## src/rtl/lenet_pkg.sv

```systemverilog
// Shared LeNet definitions: loader FSM states and default parameter-bank geometry.
// Used by param_loader, the kernel ROM and the convolution units.
package lenet_pkg;

  localparam int PARAM_BIT_WIDTH = 8;
  localparam int PARAM_SIZE      = 26;

  typedef enum logic {
    LOAD = 1'b0,
    DONE = 1'b1
  } loader_state_e;

endpackage

```

## src/rtl/param_loader.sv

```systemverilog
// Streams SIZE parameter words into a register bank and exposes it as a flat vector.
// Define PARAM_LOADER_LAST_CHECK_EN to enable in_last framing checks.
module param_loader
  import lenet_pkg::*;
#(
  parameter int BIT_WIDTH = PARAM_BIT_WIDTH,
  parameter int SIZE      = PARAM_SIZE
) (
  input  logic                      clk,
  input  logic                      rst,
  input  logic                      clear,
  input  logic                      in_valid,
  output logic                      in_ready,
  input  logic [BIT_WIDTH-1:0]      in_data,
  input  logic                      in_last,
  output logic                      loaded,
  output logic                      err,
  input  logic                      read,
  output logic [BIT_WIDTH*SIZE-1:0] read_out
);

  localparam int IW = (SIZE > 1) ? $clog2(SIZE) : 1;
  localparam logic [IW-1:0] LAST_IDX = IW'(SIZE - 1);

  loader_state_e        state;
  logic [IW-1:0]        idx;
  logic [BIT_WIDTH-1:0] weights [SIZE];
  logic                 accept;
  logic                 at_last;
  logic                 frame_err;

  assign in_ready = (state == LOAD);
  assign loaded   = (state == DONE);
  assign accept   = in_valid && in_ready;
  assign at_last  = (idx == LAST_IDX);

`ifdef PARAM_LOADER_LAST_CHECK_EN
  logic err_q;

  assign frame_err = in_last != at_last;
  assign err       = err_q;

  always_ff @(posedge clk) begin
    if (rst || clear) begin
      err_q <= 1'b0;
    end else if (accept && frame_err) begin
      err_q <= 1'b1;
    end
  end
`else
  logic unused_last;

  assign unused_last = in_last;
  assign frame_err   = 1'b0;
  assign err         = 1'b0;
`endif

  always_ff @(posedge clk) begin
    if (rst) begin
      state <= LOAD;
      idx   <= '0;
      for (int i = 0; i < SIZE; i++) begin
        weights[i] <= '0;
      end
    end else if (clear) begin
      // Bank contents survive a clear; only sequencing restarts.
      state <= LOAD;
      idx   <= '0;
    end else if (accept) begin
      weights[idx] <= in_data;
      if (frame_err) begin
        idx <= '0;
      end else if (at_last) begin
        idx   <= '0;
        state <= DONE;
      end else begin
        idx <= idx + 1'b1;
      end
    end
  end

  // Captures the pre-edge bank, so a same-cycle write shows on the next read.
  always_ff @(posedge clk) begin
    if (rst) begin
      read_out <= '0;
    end else if (read) begin
      for (int i = 0; i < SIZE; i++) begin
        read_out[i*BIT_WIDTH +: BIT_WIDTH] <= weights[i];
      end
    end
  end

endmodule

```

## config.mk

```make
export PLATFORM = sky130hd
export DESIGN_NAME = param_loader
export DESIGN_NICKNAME = d
export VERILOG_FILES = /design/src/rtl/lenet_pkg.sv /design/src/rtl/param_loader.sv
export SDC_FILE = /design/constraint.sdc
export NUM_CORES = 1
export LEC_CHECK = 0
export BUFFER_PORTS_ARGS = -buffer_cell sky130_fd_sc_hd__buf_2
export CAP_MARGIN = 20
export CORE_MARGIN = 4
export CORE_UTILIZATION = 51
export DETAILED_ROUTE_END_ITERATION = 12
export HOLD_SLACK_MARGIN = 0.06
export PLACE_DENSITY = 0.75
export RECOVER_POWER = 25
export SLEW_MARGIN = 15
export SYNTH_ARGS = -nofsm -noshare
export SYNTH_HDL_FRONTEND = slang
export SYNTH_SLANG_ARGS = --single-unit
```

## constraint.sdc

```tcl
create_clock -name clk -period 1.9 [get_ports clk]
set_input_delay 0.19 -clock clk [delete_from_list [all_inputs] [get_ports clk]]
set_output_delay 0.19 -clock clk [all_outputs]
set_load 0.01 [all_outputs]
```

==> impl_metrics.json <==
{
  "outcome": "complete, no violations",
  "dieArea_mm2": 0.0330,
  "gr-usage-met1": 0.287,
  "grt_pass1_vias": 9751,
  "drive_above_1_share": 0.134,
  "overflow": 0,
  "crit_slowest_cell": "dlygate4sd3_1",
  "rsz0062_at_grt": "no",
  "postLayoutCellArea_mm2": 0.0182,
  "tns_ns": 0,
  "clkPwrFrac": 0.430,
  "vias": 9954,
  "r2r_slack_ns": 0.10,
  "cap_viol_max_count": 0,
  "grt_pass1_wl_mm": 55.4,
  "slew-limit-headroom": 0.284,
  "row_count": 63,
  "r2r_start": "loaded",
  "worstSetupEndpointType": "register",
  "synth_top_area_cell": "edfxtp_1",
  "crit_family": "buffers and inverters",
  "max_freq_mhz": 546,
  "swShare": 0.215,
  "synth_edf_count": 208,
  "seqPwrFrac": 0.516,
  "cts_tree": "done",
  "synth-seq-cells": 422,
  "place_congestion": 0.868,
  "cts-htree-levels": 2,
  "setup_violations": 0,
  "port_buffers": 222,
  "period_needed_ns": 1.83,
  "reg2reg_to": "weights[9][2]",
  "place_ws_ns": 0.00430,
  "synth_top_flop_cell": "dfxtp_1",
  "synth_top_area_share": 0.406,
  "setup_slack_ns": 0.0694,
  "grtUsageMet3": 0.0531,
  "finalCritPeriodShare": 0.963,
  "internal_power_w": 0.0153,
  "synth_most_common_cell": "nor2_1",
  "critPathArrivalTime_ns": 2.03,
  "use_met2": 0.343,
  "synth_area_leaders": "edfxtp_1 (41%), dfxtp_1 (28%), mux2i_1 (14%), nor2_1 (9.8%), nand2_1 (1.3%)",
  "yosys-top-cells-count": "nor2_1 (403), dfxtp_1 (214), mux2i_1 (209), edfxtp_1 (208), nand2_1 (52)",
  "antenna_left": 0,
  "criticalPathCategory": "in -> reg",
  "placed_cell_area_mm2": 0.0170,
  "crit_fanout": 8,
  "drc_errors": 0,
  "tightest_slew_ns": 1.07,
  "area_delta_synth_final_pct": 18.7,
  "clockRootBuffer": "clkbuf_16",
  "finalMaxSlewViolations": 0,
  "pwr_density_cell_mw_per_mm2": 1070,
  "yosysWarnings": 0,
  "clk_path_buf_depth": 3,
  "required_ns": 2.10,
  "synth_nets": 1286,
  "synth-seq-area-share": 0.685,
  "post_cts_buffers": 0,
  "hold_ws_ns": 0.0766,
  "worstSetupPathDepth": 6,
  "core_mm2": 0.0297,
  "start_kind": "input port",
  "critical_path.max_stage_delay_ns": 0.56,
  "worst-path-buf-inv": 3,
  "routed_wl_mm": 36.4,
  "initial_core_util": 0.517,
  "ios": 225,
  "crit_start": "clear",
  "hp-class": "in -> reg",
  "synthCells": 1267,
  "avgSynthCellArea_um2": 12.1,
  "firstDrtPassIters": 5,
  "vdd_drop_max_uv": 752,
  "vias_per_cell": 5.19,
  "clkSinkCount": 422,
  "wl_per_cell_um": 19.0,
  "worst_r2r_path_depth": 4,
  "initialDrtViolationCount": 654,
  "grt_use_total": 0.212,
  "hold_viol": 0,
  "clk_pin_slew_ns": 0.06,
  "nNetsFinal": 1512,
  "p_switching_w": 0.00419,
  "die_y_um": 182,
  "async_flop_share": 0,
  "fp.dieW_um": 182,
  "top_usage_layer": "met2",
  "grt_antenna_before_repair": 3,
  "crit_path_cell_trace": "dlygate4sd3_1 -> buf_2 -> or4b_4 -> nor2_1 -> buf_4 -> a21o_1",
  "synthDistinctLibCells": 34,
  "cts_buffers": 42,
  "power.leakage_nw": 7.50,
  "clk_latency_ns": 0.54,
  "syn_area_mm2": 0.0154,
  "dp_hpwl_mm": 24.2,
  "skew_ns": 0.0156,
  "grt_max_degree": 158,
  "crit_end": "weights[9][2]",
  "p_comb_frac": 0.053
}
power groups by stage:
stage | clock, W | sequential [W] | combinational, W
5_1_grt | 0.00887 | 0.0101 | 0.00113
2_1_floorplan | 0 | 0.0103 | 0.000587
4_1_cts | 0.00847 | 0.0100 | 0.00108
3_3_place_gp | 0 | 0.0102 | 0.00104
3_5_place_dp | 0 | 0.0102 | 0.00107
6_report | 0.00837 | 0.0100 | 0.00104
worst min-delay path by stage:
stage / start / end / slack, ns / cells past startpoint
3_5_place_dp: weights[15][7] / read_out[127] / 0.47 / 2
2_1_floorplan: in_data[0] / weights[24][0] / 0.39 / 1
6_report: in_data[0] / weights[25][0] / 0.08 / 2
3_3_place_gp: weights[23][4] / read_out[188] / 0.46 / 2
4_1_cts: in_data[0] / weights[25][0] / 0.07 / 2
5_1_grt: in_data[0] / weights[25][0] / 0.07 / 2
layout make-up:
| type | count | area (um2) |
|---|---|---|
| inverter | 7 | 26.3 |
| multi-input combinational | 758 | 4500 |
| clock buffer | 65 | 1270 |
| antenna | 1 | 2.50 |
| clock inverter | 13 | 143 |
| tap | 390 | 488 |
| fill | 2387 | 11500 |
| sequential | 422 | 10500 |
| timing repair buffer | 262 | 1280 |
worst reg2reg max path, cell delays in order (launching register included):
cell and delay (ns):
dfxtp_1 0.32, or4b_4 0.54, nor2_1 0.14, buf_4 0.15, a21o_1 0.32
repair_timing:
action,4_1_cts,5_1_grt
hold buffers,4,0
endpoints found under the setup margin,8,126
gates resized for setup,1,10
endpoints found under the hold margin,14,0
cloned,0,0
pin swaps,0,0
routing by layer:
metal	vias to the layer above	part of all wire
met2	328	0.47
li1	4732	-
met4	4	0.026
met1	4814	0.43
met5	-	0.00058
met3	76	0.073
sequential cells by signal, indices dropped and copies added, names as in the netlist:
signal and count:
weights 208, idx 5, read_out 208, loaded 1
kinds of logic after synthesis:
| kind of cell | share of synthesized area |
|---|---|
| and+or+nand+nor | 0.135 |
| DFF | 0.685 |
| muxes | 0.136 |
| buffers and inverters | 0.0246 |
| AOI/OAI and AO/OA | 0.0147 |
| adders and majority gates | 0.00407 |
| other | 0.000244 |
stage by stage:
step | std cells | utilization | power, W
6_report | 1918 | 0.614 | 0.0195
5_1_grt | 1917 | 0.614 | 0.0201
4_1_cts | 1917 | 0.621 | 0.0196
3_5_place_dp | 1835 | 0.572 | 0.0113
3_3_place_gp | 1835 | 0.572 | 0.0113
2_1_floorplan | 1267 | - | 0.0108
layout by cell type (no fill, tap or decap), types with 5 or more instances in the layout:
master,instances
nor2_1,403
dfxtp_1,213
mux2i_1,209
edfxtp_1,208
clkbuf_1,148
buf_2,85
nand2_1,52
clkbuf_16,45
buf_4,30
and2_1,19
nor2b_1,11
a21o_1,11
a21o_2,9
inv_1,7
clkbuf_8,7
nand3_1,5
ha_1,5
Power figures use the tool's default switching activity.
